`config.mk`:
```
export PLATFORM = sky130hd
export DESIGN_NAME = mnist_mem_loader
export DESIGN_NICKNAME = d
export VERILOG_FILES = /design/src/rtl/mnist_pkg.sv /design/src/rtl/bit_serializer.sv /design/src/rtl/mnist_mem_loader.sv
export SDC_FILE = /design/constraint.sdc
export NUM_CORES = 1
export LEC_CHECK = 0
export BUFFER_PORTS_ARGS = -buffer_cell sky130_fd_sc_hd__buf_2
export CAP_MARGIN = 20
export CORE_MARGIN = 5
export CORE_UTILIZATION = 35
export DETAILED_ROUTE_END_ITERATION = 16
export MAX_ROUTING_LAYER = met4
export PLACE_DENSITY = 0.64
export SYNTH_ARGS = -nofsm -noshare
export SYNTH_HDL_FRONTEND = slang
export SYNTH_SLANG_ARGS = --single-unit
```
`constraint.sdc`:
```
create_clock -name clk -period 2.2 [get_ports clk]
set_clock_uncertainty 0.05 [all_clocks]
set_input_delay 0.11 -clock clk [delete_from_list [all_inputs] [get_ports clk]]
set_output_delay 0.11 -clock clk [all_outputs]
set_load 0.005 [all_outputs]
```
`src/rtl/mnist_pkg.sv`:
```
// rtl/mnist_pkg.sv - shared types and constants for the mnist_nn load path
// Holds the loader FSM encoding, memory target codes and the default
// address/bank-select widths that mnist_nn and its loader must agree on.
package mnist_pkg;

    localparam int W_ADDR_LEN_DEF = 20;
    localparam int X_ADDR_LEN_DEF = 10;
    localparam int W_SEL_LEN_DEF  = 2;
    localparam int X_SEL_LEN_DEF  = 2;
    localparam int BYTE_W_DEF     = 8;
    localparam int CMD_SEL_LEN    = 2;

    localparam logic TARGET_W = 1'b0;
    localparam logic TARGET_X = 1'b1;

    typedef enum logic [1:0] {
        ST_IDLE    = 2'd0,
        ST_FETCH   = 2'd1,
        ST_WRITE   = 2'd2,
        ST_COMPUTE = 2'd3
    } loader_state_t;

endpackage

```
`src/rtl/bit_serializer.sv`:
```
// rtl/bit_serializer.sv - LSB-first shift register with a bit budget
// Ports:
//   clk, rst          clock, synchronous active-high reset
//   load, load_data   capture a new word
//   load_count        number of bits of that word to emit (<= BYTE_W)
//   shift             consume bit_out, move to the next bit
//   bit_out           current bit (LSB of the shift register)
//   last              exactly one bit left in the budget
//   empty             budget exhausted
module bit_serializer #(
    parameter int BYTE_W = 8,
    localparam int CNT_W = $clog2(BYTE_W + 1)
) (
    input  logic              clk,
    input  logic              rst,
    input  logic              load,
    input  logic [BYTE_W-1:0] load_data,
    input  logic [CNT_W-1:0]  load_count,
    input  logic              shift,
    output logic              bit_out,
    output logic              last,
    output logic              empty
);

    logic [BYTE_W-1:0] sreg;
    logic [CNT_W-1:0]  cnt;

    always_ff @(posedge clk) begin
        if (rst) begin
            sreg <= '0;
            cnt  <= '0;
        end else if (load) begin
            sreg <= load_data;
            cnt  <= load_count;
        end else if (shift) begin
            sreg <= sreg >> 1;
            cnt  <= cnt - CNT_W'(1);
        end
    end

    assign bit_out = sreg[0];
    assign last    = (cnt == CNT_W'(1));
    assign empty   = (cnt == '0);

endmodule

```
`src/rtl/mnist_mem_loader.sv`:
```
// rtl/mnist_mem_loader.sv - serialising memory loader and compute hand-off for mnist_nn
// Ports:
//   cmd_*        load command: target memory, bank select, first bit address, bit count
//   din_*        byte stream, emitted LSB-first one bit per cycle
//   start        request a compute run (ignored while a command is offered)
//   compute_finish  end of compute from mnist_nn
//   w_*_oc/x_*_oc   one-bit write port towards the weight/activation memories
//   load_compute_ctrl/en_compute  memory ownership and compute enable
//   load_done, compute_done       one-cycle completion pulses
//   busy         FSM not idle
module mnist_mem_loader
    import mnist_pkg::*;
#(
    parameter int W_ADDR_LEN = W_ADDR_LEN_DEF,
    parameter int X_ADDR_LEN = X_ADDR_LEN_DEF,
    parameter int W_SEL_LEN  = W_SEL_LEN_DEF,
    parameter int X_SEL_LEN  = X_SEL_LEN_DEF,
    parameter int BYTE_W     = BYTE_W_DEF
) (
    input  logic                   clk,
    input  logic                   rst,
    input  logic                   cmd_valid,
    output logic                   cmd_ready,
    input  logic                   cmd_target,
    input  logic [CMD_SEL_LEN-1:0] cmd_sel,
    input  logic [W_ADDR_LEN-1:0]  cmd_base,
    input  logic [W_ADDR_LEN:0]    cmd_len,
    input  logic                   din_valid,
    output logic                   din_ready,
    input  logic [BYTE_W-1:0]      din_data,
    input  logic                   start,
    input  logic                   compute_finish,
    output logic                   load_compute_ctrl,
    output logic                   en_compute,
    output logic                   w_wq_oc,
    output logic                   x_wq_oc,
    output logic [W_ADDR_LEN-1:0]  w_addr_oc,
    output logic [X_ADDR_LEN-1:0]  x_addr_oc,
    output logic                   wx_write_oc,
    output logic [W_SEL_LEN-1:0]   w_sel_oc,
    output logic [X_SEL_LEN-1:0]   x_sel_oc,
    output logic                   load_done,
    output logic                   compute_done,
    output logic                   busy
);

    localparam int CNT_W = $clog2(BYTE_W + 1);
    localparam logic [W_ADDR_LEN:0] REM_ONE = (W_ADDR_LEN + 1)'(1);

    loader_state_t          state;
    logic                   tgt;
    logic [CMD_SEL_LEN-1:0] sel;
    logic [W_ADDR_LEN-1:0]  ptr;
    logic [W_ADDR_LEN:0]    rem;

    logic             ser_load;
    logic             ser_shift;
    logic [CNT_W-1:0] ser_count;
    logic             ser_bit;
    logic             ser_last;
    logic             ser_empty;

    // Bits taken from the next byte: a full byte unless the command ends inside it.
    assign ser_count = (rem >= (W_ADDR_LEN + 1)'(BYTE_W)) ? CNT_W'(BYTE_W) : rem[CNT_W-1:0];
    assign ser_load  = (state == ST_FETCH) && din_valid && din_ready;
    assign ser_shift = (state == ST_WRITE) && (rem != '0) && !ser_empty;

    bit_serializer #(
        .BYTE_W (BYTE_W)
    ) u_ser (
        .clk        (clk),
        .rst        (rst),
        .load       (ser_load),
        .load_data  (din_data),
        .load_count (ser_count),
        .shift      (ser_shift),
        .bit_out    (ser_bit),
        .last       (ser_last),
        .empty      (ser_empty)
    );

    always_ff @(posedge clk) begin
        if (rst) begin
            state             <= ST_IDLE;
            tgt               <= TARGET_W;
            sel               <= '0;
            ptr               <= '0;
            rem               <= '0;
            cmd_ready         <= 1'b0;
            din_ready         <= 1'b0;
            load_compute_ctrl <= 1'b1;
            en_compute        <= 1'b0;
            w_wq_oc           <= 1'b0;
            x_wq_oc           <= 1'b0;
            w_addr_oc         <= '0;
            x_addr_oc         <= '0;
            wx_write_oc       <= 1'b0;
            w_sel_oc          <= '0;
            x_sel_oc          <= '0;
            load_done         <= 1'b0;
            compute_done      <= 1'b0;
            busy              <= 1'b0;
        end else begin
            load_done    <= 1'b0;
            compute_done <= 1'b0;
            case (state)
                ST_IDLE: begin
                    w_wq_oc <= 1'b0;
                    x_wq_oc <= 1'b0;
                    if (cmd_valid && cmd_ready) begin
                        tgt <= cmd_target;
                        sel <= cmd_sel;
                        ptr <= cmd_base;
                        rem <= cmd_len;
                        if (cmd_len == '0) begin
                            load_done <= 1'b1;
                        end else begin
                            state     <= ST_FETCH;
                            cmd_ready <= 1'b0;
                            din_ready <= 1'b1;
                            busy      <= 1'b1;
                        end
                    end else if (start && !cmd_valid) begin
                        // A pending command always beats start.
                        state             <= ST_COMPUTE;
                        cmd_ready         <= 1'b0;
                        load_compute_ctrl <= 1'b0;
                        en_compute        <= 1'b1;
                        busy              <= 1'b1;
                    end else begin
                        cmd_ready <= 1'b1;
                    end
                end

                ST_FETCH: begin
                    w_wq_oc <= 1'b0;
                    x_wq_oc <= 1'b0;
                    if (din_valid && din_ready) begin
                        din_ready <= 1'b0;
                        state     <= ST_WRITE;
                    end
                end

                ST_WRITE: begin
                    if (rem == '0) begin
                        // Last bit was presented in the previous cycle.
                        w_wq_oc   <= 1'b0;
                        x_wq_oc   <= 1'b0;
                        load_done <= 1'b1;
                        cmd_ready <= 1'b1;
                        busy      <= 1'b0;
                        state     <= ST_IDLE;
                    end else if (ser_empty) begin
                        w_wq_oc   <= 1'b0;
                        x_wq_oc   <= 1'b0;
                        din_ready <= 1'b1;
                        state     <= ST_FETCH;
                    end else begin
                        w_wq_oc     <= (tgt == TARGET_W);
                        x_wq_oc     <= (tgt == TARGET_X);
                        wx_write_oc <= ser_bit;
                        if (tgt == TARGET_W) begin
                            w_addr_oc <= ptr;
                            w_sel_oc  <= W_SEL_LEN'(sel);
                        end else begin
                            x_addr_oc <= ptr[X_ADDR_LEN-1:0];
                            x_sel_oc  <= X_SEL_LEN'(sel);
                        end
                        ptr <= ptr + W_ADDR_LEN'(1);
                        rem <= rem - REM_ONE;
                        // Request the next byte while the last bit of this one is on the bus.
                        if (rem != REM_ONE && ser_last) begin
                            din_ready <= 1'b1;
                            state     <= ST_FETCH;
                        end
                    end
                end

                ST_COMPUTE: begin
                    w_wq_oc <= 1'b0;
                    x_wq_oc <= 1'b0;
                    if (compute_finish) begin
                        en_compute        <= 1'b0;
                        load_compute_ctrl <= 1'b1;
                        compute_done      <= 1'b1;
                        cmd_ready         <= 1'b1;
                        busy              <= 1'b0;
                        state             <= ST_IDLE;
                    end
                end

                default: begin
                    state <= ST_IDLE;
                end
            endcase
        end
    end

endmodule

```
==> results.sh <==
export IMPL_die_y_um=133
export IMPL_via_per_inst=5.50
export IMPL_row_count=45
export IMPL_via_count=5545
export IMPL_synth_edff_count=0
export IMPL_synth_async_reset_ratio=0
export IMPL_grt_start_max_net_pins=74
export IMPL_antenna_found_initial=2
export IMPL_gp_congestion=0.860
export IMPL_avgSynthCellArea_um2=7.80
export IMPL_dpl_hpwl_um=11700
export IMPL_layout_nets=881
export IMPL_final_common_cell="nand2_1"
export IMPL_ys_warn_count=0
export IMPL_fin_ws_ps=60.8
export IMPL_synthesis_area_um2=5330
export IMPL_routed_wl_um=16400
export IMPL_drt_wirelength_per_cell_um=16.3
export IMPL_hold_class="in2reg"
export IMPL_ant_nets=0
export IMPL_insertion_delay_ps=360
export IMPL_max_freq_ghz=0.467
export IMPL_path_cells="buf_4 -> or4_4 -> or4_4 -> o31a_1 -> o21ai_1 -> a21oi_1"
export IMPL_end_kind="flop"
export IMPL_p_leak_nw=2.79
export IMPL_critical_path_class="reg2reg"
export IMPL_cp_slowest_cell="or4_4"
export IMPL_hold_viol=0
export IMPL_clkSlewWorstSetupHoldPaths_ps=70
export IMPL_tritoncts="done"
export IMPL_dp_worst_setup_slack_ps=-191
export IMPL_critPathArrivalTime_ps=2320
export IMPL_grt_overflow_total=0
export IMPL_worstMarginPinSlew_ps=390
export IMPL_start_util=0.353
export IMPL_cts_buffer_depth=2
export IMPL_clock_sinks=102
export IMPL_synth_top_family_by_area="simple AND/OR/NAND/NOR gates"
export IMPL_drc_errors=0
export IMPL_fin_crit_ps=2140
export IMPL_boundaryPins=102
export IMPL_die_area_um2=17800
export IMPL_maxSlewViolCount=0
export IMPL_drt_pass1_iter_count=5
export IMPL_cts_max_level=3
export IMPL_ys_flop_type="dfxtp_1"
export IMPL_rsz0062_at_grt="true"
export IMPL_crit_required_ps=2380
export IMPL_final_setup_viol_count=0
export IMPL_grt_pass1_wl_um=26500
export IMPL_yosys_area_top_type="dfxtp_1"
export IMPL_p_per_area_nw_per_um2=1330
export IMPL_track_usage=0.188
export IMPL_power_mw=9.16
export IMPL_syn_nets=751
export IMPL_outcome="completed"
export IMPL_cp_start_kind="flop"
export IMPL_drt_initial_drc_count=430
export IMPL_crit_top_cell="or4_4"
export IMPL_yosys_area_share_simple=0.251
export IMPL_synth_compound_gate_area_share=0.245
export IMPL_crit_path_max_fanout=7
export IMPL_area_delta_synth_final_pct=29.2
export IMPL_slew_headroom=0.737
export IMPL_grt_pass1_vias=5120
export IMPL_cts_root_buffer="clkbuf_16"
export IMPL_synthMuxAreaShare=0.0418
export IMPL_io_buffers=101
export IMPL_yosys_top_cells_area="dfxtp_1 (38%), nand2_1 (7.3%), a21oi_1 (7.0%)"
export IMPL_syn_inst=683
export IMPL_synth_fa_ha_area_frac=0.0235
export IMPL_drive_gt1_frac=0.265
export IMPL_synth_xor_area_frac=0.00329
export IMPL_yosys_register_bits=102
export IMPL_numCtsBuffers=9
export IMPL_synth_top_area_share=0.383
export IMPL_cpPeakStageDelay_ps=570
export IMPL_most_common_layout_cells="nand2_1 (104), buf_2 (101), dfxtp_1 (97)"
export IMPL_max_cap_viol_count=0
export IMPL_peakVddDrop_mv=0.693
export IMPL_tns_ps=0
export IMPL_synth_cell_types=67
export IMPL_post_route_period_util=0.972
export IMPL_die_x_um=133
export IMPL_ys_seq_area_frac=0.383
export IMPL_fp_coreArea_um2=15100
## synthesized netlist by cell type, types with 7 or more instances
library cell and count:
nand3_1 14, a21oi_1 75, nor2_1 47, clkbuf_1 39, mux2i_1 20, dfxtp_1 102, a31oi_1 15, nor4_1 18
inv_1 13, nand2_1 104, nor3_1 17, ha_1 10, o21ai_0 57, o211ai_1 7, and2_1 7, nor2b_1 20
nand4_1 7, or3_1 7
## kinds of logic (layout without fill, tap and decap cells)
group / count (synthesis) / count (layout)
XOR/XNOR: 2 / 2
AO/OA/AOI/OAI: 211 / 211
flip-flops: 102 / 102
adder cells (fa/ha/maj): 10 / 10
multiplexers: 22 / 22
AND/OR/NAND/NOR: 271 / 271
other: 0 / 2
buffers and inverters: 65 / 200
## through the flow
stage                      util  cell area (µm²)  instances  hold slack (ps)
after floorplan               -             5330        683              204
after global placement    0.422             6370        982              292
after detailed placement  0.422             6370        982              296
after CTS                 0.448             6760       1004             1.66
after global routing      0.456             6880       1008             37.7
final                     0.456             6880       1008             8.39
## critical path, delay by kind of cell (launching register included)
family	cells	cell delay [ps]
DFF	1	320
buffers and inverters	1	150
and+or+nand+nor	2	1020
AOI/OAI and AO/OA	3	470
## final timing paths
| path | startpoint | slack, ps | depth (start not counted) | end |
|---|---|---|---|---|
| worst max-delay path | rem[0]$_SDFFE_PP0P_ | 60 | 6 | rem[17]$_SDFFE_PP0P_ |
| worst min-delay path | din_data[2] | 8 | 3 | u_ser.sreg[2]$_SDFFE_PP0P_ |
| worst max register to register | rem[0]$_SDFFE_PP0P_ | 60 | 6 | rem[17]$_SDFFE_PP0P_ |
| worst min register to register | w_addr_oc[12]$_SDFFE_PP0P_ | 400 | 2 | w_addr_oc[12]$_SDFFE_PP0P_ |
## power breakdown
group	internal [mW]	total, mW	switching, mW	leakage (nW)
clock network	0.829	1.61	0.784	0.148
logic	2.15	4.88	2.73	1.81
registers	2.23	2.67	0.442	0.831
total	5.21	9.16	3.95	2.79
## sequential cells by signal (all words and copies together), names as in the netlist
register           count
tgt                    1
u_ser.sreg             8
load_done              1
u_ser.cnt              4
w_wq_oc                1
cmd_ready              1
wx_write_oc            1
load_compute_ctrl      1
sel                    2
w_sel_oc               2
x_addr_oc             10
compute_done           1
busy                   1
ptr                   20
w_addr_oc             20
state                  2
rem                   21
din_ready              1
x_wq_oc                1
en_compute             1
x_sel_oc               2
## cell type report
cell class,count,area (µm²)
fillers,1570,8210
multi-input cells,516,3130
flip-flops and latches,102,2050
repair buffers,169,1110
clock buffers,10,239
well taps,188,235
clock inverters,6,62.6
inverters,15,56.3
diodes,2,5.00
## per-layer routing
| metal | vias up | GRT usage | wire length, µm |
|---|---|---|---|
| met3 | 20 | 0.0476 | 1120 |
| met5 | - | - | 0 |
| li1 | 2732 | - | - |
| met1 | 2618 | 0.257 | 7730 |
| met4 | 0 | 0.0491 | 262 |
| met2 | 175 | 0.277 | 7290 |
## timing repair
item / in CTS / in global routing
hold buffers: 6 / 0
endpoints found under the setup margin: 1 / 47
gates resized for setup: 4 / 25
endpoints found under the hold margin: 6 / 0
pin swaps: 0 / 7
cloned: 0 / 1
setup buffers: 0 / 1
No activity file was read; power rests on OpenSTA's default activity.
